$ cat src/rtl/fetch_pkg.sv
`default_nettype none
// ============================================================================
//  Module      : fetch_pkg
//  Description : Shared widths, reset PC, queue entry type and FSM encoding
//                for the instruction fetch stage.
//  Revision    : 1.0 - initial release
// ============================================================================
package fetch_pkg;

    localparam int ADDR_W = 16;
    localparam int DATA_W = 16;
    localparam logic [ADDR_W-1:0] RESET_PC = 16'h0000;

    // Explicit state encodings, kept as plain constants for legacy users
    localparam logic [0:0] ST_BOOT = 1'b0;
    localparam logic [0:0] ST_RUN  = 1'b1;

    typedef enum logic [0:0] {
        BOOT = ST_BOOT,
        RUN  = ST_RUN
    } fetch_state_e;

    // One queued instruction: the word and the PC it was fetched from
    typedef struct packed {
        logic [ADDR_W-1:0] pc;
        logic [DATA_W-1:0] instr;
    } fetch_entry_t;

    // Sequential PC; wraps naturally at 2^ADDR_W
    function automatic logic [ADDR_W-1:0] pc_incr(input logic [ADDR_W-1:0] pc);
        return pc + {{(ADDR_W-1){1'b0}}, 1'b1};
    endfunction

endpackage
`default_nettype wire

$ cat src/rtl/fetch_queue.sv
`default_nettype none
// ============================================================================
//  Module      : fetch_queue
//  Description : Small circular FIFO of fetch_entry_t with flush. Wrapping
//                read/write pointers plus an explicit occupancy count.
//                Push and pop may happen together, even when full.
//  Revision    : 1.0 - initial release
// ============================================================================
module fetch_queue
    import fetch_pkg::*;
#(
    parameter  int QDEPTH = 2,
    localparam int PTR_W  = $clog2(QDEPTH),
    localparam int CNT_W  = $clog2(QDEPTH + 1)
) (
    input  logic               clk,
    input  logic               reset,
    input  logic               flush_i,
    input  logic               push_i,
    input  fetch_entry_t       push_entry_i,
    input  logic               pop_i,
    output fetch_entry_t       head_o,
    output logic [CNT_W-1:0]   count_o,
    output logic               full_o,
    output logic               empty_o
);

    fetch_entry_t     mem_q [QDEPTH];
    logic [PTR_W-1:0] wr_ptr_q;
    logic [PTR_W-1:0] rd_ptr_q;
    logic [CNT_W-1:0] count_q;

    logic w_do_pop;
    logic w_do_push;

    assign full_o  = (count_q == CNT_W'(QDEPTH));
    assign empty_o = (count_q == '0);
    assign count_o = count_q;
    assign head_o  = mem_q[rd_ptr_q];

    // A pop frees a slot in the same cycle, so a full queue may accept a push
    assign w_do_pop  = pop_i && !empty_o;
    assign w_do_push = push_i && (!full_o || w_do_pop);

    // Entry storage; cleared on reset so the head reads zero when idle
    always_ff @(posedge clk or posedge reset) begin
        if (reset) begin
            for (int i = 0; i < QDEPTH; i++) begin
                mem_q[i] <= '0;
            end
        end else if (w_do_push && !flush_i) begin
            mem_q[wr_ptr_q] <= push_entry_i;
        end
    end

    // Pointers and occupancy; a flush overrides any push/pop in the same cycle
    always_ff @(posedge clk or posedge reset) begin
        if (reset) begin
            wr_ptr_q <= '0;
            rd_ptr_q <= '0;
            count_q  <= '0;
        end else if (flush_i) begin
            wr_ptr_q <= '0;
            rd_ptr_q <= '0;
            count_q  <= '0;
        end else begin
            if (w_do_push) begin
                wr_ptr_q <= wr_ptr_q + 1'b1;
            end
            if (w_do_pop) begin
                rd_ptr_q <= rd_ptr_q + 1'b1;
            end
            count_q <= count_q + CNT_W'(w_do_push) - CNT_W'(w_do_pop);
        end
    end

endmodule
`default_nettype wire

$ cat src/rtl/fetch_unit.sv
`default_nettype none
// ============================================================================
//  Module      : fetch_unit
//  Description : Instruction fetch stage. Generates the PC, drives the
//                one-cycle-latency cache read port, captures returned words
//                into fetch_queue and presents them to decode over a
//                valid/ready handshake. Handles branch redirects, discarding
//                queued and in-flight fetches.
//                Optional macro FETCH_PERF_EN adds saturating bubble and
//                redirect counters (perf_bubble_cnt, perf_redirect_cnt).
//  Revision    : 1.0 - initial release
// ============================================================================
module fetch_unit
    import fetch_pkg::*;
#(
    parameter int QDEPTH = 2
) (
    input  logic              clk,
    input  logic              reset,
    output logic              imem_r_en,
    output logic [ADDR_W-1:0] imem_addr,
    input  logic [DATA_W-1:0] imem_data,
    input  logic              redirect_valid,
    input  logic [ADDR_W-1:0] redirect_pc,
    output logic              inst_valid,
    input  logic              inst_ready,
    output logic [DATA_W-1:0] inst_data,
    output logic [ADDR_W-1:0] inst_pc
`ifdef FETCH_PERF_EN
    ,
    output logic [15:0]       perf_bubble_cnt,
    output logic [15:0]       perf_redirect_cnt
`endif
);

    localparam int CNT_W = $clog2(QDEPTH + 1);
    localparam int OCC_W = CNT_W + 1;

    fetch_state_e      state_q,     state_d;
    logic [ADDR_W-1:0] pc_q,        pc_d;
    logic [ADDR_W-1:0] issued_pc_q, issued_pc_d;
    logic              inflight_q,  inflight_d;
    logic              kill_q,      kill_d;

    logic              w_pop;
    logic              w_push;
    logic              w_issue;
    logic              w_credit;
    logic [OCC_W-1:0]  w_occ;
    fetch_entry_t      w_push_entry;
    fetch_entry_t      w_head;
    logic [CNT_W-1:0]  w_count;
    logic              w_full;
    logic              w_empty;

    assign inst_valid = !w_empty;
    assign inst_data  = w_head.instr;
    assign inst_pc    = w_head.pc;
    assign w_pop      = inst_valid && inst_ready;

    // Occupancy counts the slot freed by a same-cycle pop so that a stream
    // with decode always ready sustains one fetch per cycle.
    assign w_occ    = {1'b0, w_count} + OCC_W'(inflight_q) - OCC_W'(w_pop);
    assign w_credit = (w_occ < OCC_W'(QDEPTH));
    assign w_issue  = (state_q == RUN) && !redirect_valid && w_credit;

    assign imem_r_en = w_issue;
    assign imem_addr = pc_q;

    // Returned word is queued unless its read was cancelled by a redirect
    assign w_push       = inflight_q && !kill_q && (!w_full || w_pop);
    assign w_push_entry = '{pc: issued_pc_q, instr: imem_data};

    fetch_queue #(
        .QDEPTH       (QDEPTH)
    ) u_queue (
        .clk          (clk),
        .reset        (reset),
        .flush_i      (redirect_valid),
        .push_i       (w_push),
        .push_entry_i (w_push_entry),
        .pop_i        (w_pop),
        .head_o       (w_head),
        .count_o      (w_count),
        .full_o       (w_full),
        .empty_o      (w_empty)
    );

    // Next-state: BOOT lasts one cycle; a redirect always reloads the PC
    always_comb begin
        state_d     = state_q;
        pc_d        = pc_q;
        issued_pc_d = issued_pc_q;
        inflight_d  = w_issue;
        kill_d      = redirect_valid;

        case (state_q)
            BOOT:    state_d = RUN;
            RUN:     state_d = RUN;
            default: state_d = BOOT;
        endcase

        if (redirect_valid) begin
            pc_d = redirect_pc;
        end else if (w_issue) begin
            pc_d        = pc_incr(pc_q);
            issued_pc_d = pc_q;
        end
    end

    // Fetch control registers
    always_ff @(posedge clk or posedge reset) begin
        if (reset) begin
            state_q     <= BOOT;
            pc_q        <= RESET_PC;
            issued_pc_q <= RESET_PC;
            inflight_q  <= 1'b0;
            kill_q      <= 1'b0;
        end else begin
            state_q     <= state_d;
            pc_q        <= pc_d;
            issued_pc_q <= issued_pc_d;
            inflight_q  <= inflight_d;
            kill_q      <= kill_d;
        end
    end

`ifdef FETCH_PERF_EN
    logic [15:0] perf_bubble_q;
    logic [15:0] perf_redirect_q;
    logic        w_bubble;

    assign w_bubble          = (state_q == RUN) && !inst_valid && !redirect_valid;
    assign perf_bubble_cnt   = perf_bubble_q;
    assign perf_redirect_cnt = perf_redirect_q;

    // Saturating counters of empty-output cycles and redirect strobes
    always_ff @(posedge clk or posedge reset) begin
        if (reset) begin
            perf_bubble_q   <= 16'h0000;
            perf_redirect_q <= 16'h0000;
        end else begin
            if (w_bubble && (perf_bubble_q != 16'hFFFF)) begin
                perf_bubble_q <= perf_bubble_q + 16'd1;
            end
            if (redirect_valid && (perf_redirect_q != 16'hFFFF)) begin
                perf_redirect_q <= perf_redirect_q + 16'd1;
            end
        end
    end
`endif

endmodule
`default_nettype wire

$ cat config.mk
export PLATFORM = sky130hd
export DESIGN_NAME = fetch_unit
export DESIGN_NICKNAME = d
export VERILOG_FILES = /design/src/rtl/fetch_pkg.sv /design/src/rtl/fetch_queue.sv /design/src/rtl/fetch_unit.sv
export SDC_FILE = /design/constraint.sdc
export NUM_CORES = 1
export LEC_CHECK = 0
export BUFFER_PORTS_ARGS = -buffer_cell sky130_fd_sc_hd__buf_2
export CORE_UTILIZATION = 36
export CTS_CLUSTER_SIZE = 8
export DETAILED_ROUTE_END_ITERATION = 10
export GPL_TIMING_DRIVEN = 0
export PLACE_DENSITY = 0.58
export SYNTH_ARGS = -nofsm -noshare
export SYNTH_HDL_FRONTEND = slang
export SYNTH_SLANG_ARGS = --single-unit
export TNS_END_PERCENT = 50
$ cat constraint.sdc
create_clock -name clk -period 3.1 [get_ports clk]
set_input_delay 0.465 -clock clk [delete_from_list [all_inputs] [get_ports clk]]
set_output_delay 0.465 -clock clk [all_outputs]
set_load 0.05 [all_outputs]
==> results by group <==
Logic synthesis
  • Yosys reg bits: between 100 and 150
  • Cell area after synthesis: 4730 µm²
  • Synthesis Warnings: 0
  • Synthesized Nets: 394
  • Ys async rst share: 100%
  • Post-synth cell types: 34
  • Top FF cell, synth: dfrtp_1
  • Gate Count Post-Synth: about 350
  • Avg Cell Area, Syn: 13.4 µm²
  • Post-synth EDFFs: 0
  • Register area share after synthesis: 54.5%

Drt
  • DRT Pass-1 Iters: 4
  • Total Wirelength: 10.1 mm
  • Number of DRC markers in iteration 0: about 130
  • Via density: 4.87
  • Drt wl/cell: 15.8 µm
  • Vias: between 3000 and 4000
  • Post-route DRC violation count: 0
  • DRT antenna net count: 0

STA
  • Fin worst setup slack: between 40 and 50 ps
  • RSZ-0062 raised after global routing: yes
  • Hold Vio Cnt, Final: 0
  • Clk_skew: 6.71 ps
  • Final setup viols: 0
  • Slew at the pin with the worst max-slew slack: 692 ps
  • Fin crit share: 98.7%
  • Slew Limit Fails: 0
  • Slew margin rel.: 53.9%
  • Minimum clock period: 3060 ps
  • Maximum clock rate: 327 MHz

Floorplan
  • I/O Pins: 86
  • Row count: 41
  • Core area: roughly 13000 µm²
  • Die area: 13600 µm²
  • Die X-Extent: 117 µm
  • Initial cell density of the core: 37.2%
  • Die Ht: 117 µm

Global route
  • Initial antenna violation count: 0
  • Largest net degree at the start of global routing: between 40 and 50
  • Vias in the first global route: ~3200
  • First-pass GRT wire length: 16.3 mm
  • Grt total ovfl: 0
  • Global Route Usage Sum: 16.2%

Clocking
  • Clock tree buffer depth: 2
  • CTS Buf Count: 9
  • CTS root buffer: clkbuf_16
  • H-tree depth: 3
  • Clock latency on the worst-skew pair: 340 ps
  • Clk sinks: 103
  • CTS tree: yes
  • Hold-fix buffers, CTS: 0
  • Clock transition at path regs: 70 ps

Place
  • Placed insts: around 610
  • Post-Place Setup Slack: -326 ps
  • Hpwl dp: ~7.1 mm
  • Port Buffers: 85
  • Final Wtd Congestion: 0.801
  • Dpl cell area: about 5400 µm²

Cells and area
  • Proportion of layout cells with a drive suffix above 1: 53.4%
  • Most frequent cells in the layout: 112 x mux2_2, 102 x dfrtp_1, 91 x buf_2, 20 x nand2_1
  • Non-Filler Cell Area, Final: 5840 µm²
  • Finished Core Util: 45.9%
  • Commonest non-fill, non-tap cell in the layout: mux2_2
  • Synthesis-to-layout area growth: 23.6%
  • Antenna Cells: 0
  • Nets: 501
  • Cell Count, Final, Fillers Out: roughly 640

Setup path
  • CP max stage delay: roughly 580 ps
  • Setup crit start kind: flip-flop
  • Crit. End Element: output pin
  • CP required: between 2000 and 3000 ps
  • CP max stage cell: fa_2
  • Crit Path Max Fanout: 3
  • Arrival @ worst endpoint: 2590 ps
  • Class of the most critical setup path: reg2out
  • Crit-path most repeated cell: buf_8
  • Cell Chain, Critical Path: or2_4 > and2_4 > ha_4 > inv_2 > nand2_2 > fa_2 > nand2_4 > nor3_4 > buf_8 > buf_8

Power and ir drop
  • LEAKAGE: 2.67 nW
  • Max VDD drop: 0.347 mV
  • Pwr per Cell Area: 1130 nW/µm²
  • Pwr Total: 0.00658 W

Run status
  • Status: finished clean

Run
  • Max cap viols: 0

Min path
  • HP Class: in2async
==> metal layers <==
layer  vias up  share of wire, %  routed length (µm)  track usage [%]
li1       1465                 -                   -                -
met1      1567                46                4630             20.7
met2        56                49                4950             26.9
met3        10               3.1                 311             2.54
met4         0               1.7                 174             7.59
met5         -                 0                   0                0
==> per-stage QoR <==
stage	TNS [ps]	hold WS (ps)
finish	0	228
floorplan	0	475
CTS	0	239
detailed placement	-936	492
global route	-79.1	269
global placement	-542	483
==> cells by family after synthesis <==
| kind of cell | count (synthesis) | share of synthesized area [%] |
|---|---|---|
| buffers and inverters | 25 | 2.33 |
| and+or+nand+nor | 71 | 8.55 |
| DFF | 103 | 54.5 |
| xor gates and xnor gates | 11 | 2.20 |
| AOI/OAI and AO/OA | 17 | 2.51 |
| muxes | 120 | 28.4 |
| other | 1 | 0.0793 |
| adders and majority gates | 5 | 1.48 |
==> where the power goes <==
| part | internal [W] | switching (W) | total (W) |
|---|---|---|---|
| clock | 0.000661 | 0.000477 | 0.00114 |
| sequential | 0.00189 | 0.000343 | 0.00223 |
| combinational | 0.00125 | 0.00197 | 0.00322 |
| total | 0.00379 | 0.00279 | 0.00658 |
==> path summary, 6_finish.rpt <==
check / from / to / slack [ps] / cells after the start
worst min-delay path: reset / u_queue.mem_q[25] / 230 / 2
worst max register to register: u_queue.count_o[0] / imem_addr[15] / 210 / 10
max in group asynchronous: reset / u_queue.count_o[1] / 2250 / 3
min in group clk: redirect_valid / kill_q / 310 / 1
worst min register to register: u_queue.mem_q[62] / u_queue.mem_q[62] / 500 / 1
worst max-delay path: u_queue.count_o[0] / imem_r_en / 40 / 10
==> state kept, by name, summed over array words and instances, names as in the netlist <==
register and flops:
imem_addr 16, u_queue.rd_ptr_q 1, issued_pc_q 16, kill_q 1, u_queue.mem_q 64, u_queue.wr_ptr_q 1
state_q 1, u_queue.count_o 2, inflight_q 1
==> cells in the mapped netlist, drive strengths merged (3+ instances only) <==
| cell type | count | area, µm² |
|---|---|---|
| nor2 | 7 | 26.3 |
| nor3 | 7 | 51.3 |
| nor3b | 3 | 27.5 |
| inv | 8 | 30.0 |
| nor4 | 7 | 65.1 |
| mux2 | 112 | 1260 |
| nor2b | 7 | 43.8 |
| nand2 | 22 | 82.6 |
| nand3 | 10 | 50.1 |
| buf | 9 | 50.0 |
| a22oi | 5 | 37.5 |
| xnor2 | 10 | 87.6 |
| clkbuf | 8 | 30.0 |
| o21ai | 10 | 50.1 |
| dfrtp | 103 | 2580 |
| mux2i | 8 | 80.1 |
| ha | 4 | 50.1 |
==> timing repair <==
action	4_1_cts	5_1_grt
pin swaps	2	7
setup buffers	3	6
resized for setup	10	3
endpoints found under the setup margin	14	5
==> final cells by class <==
cell class,count,area (µm²)
buffer,17,83.8
fill,1215,6880
clock inverter,4,45.0
timing repair buffer,96,543
multi-input combinational,225,2090
inverter,8,33.8
sequential,103,2580
tap,172,215
clock buffer,11,253
==> critical path: cells and delay by family (launching register included) <==
family / cells / cell delay (ps)
adders and majority gates: 2 / 780
and+or+nand+nor: 5 / 740
DFF: 1 / 400
buffers and inverters: 3 / 320
No activity file was read; power rests on OpenSTA's default activity.
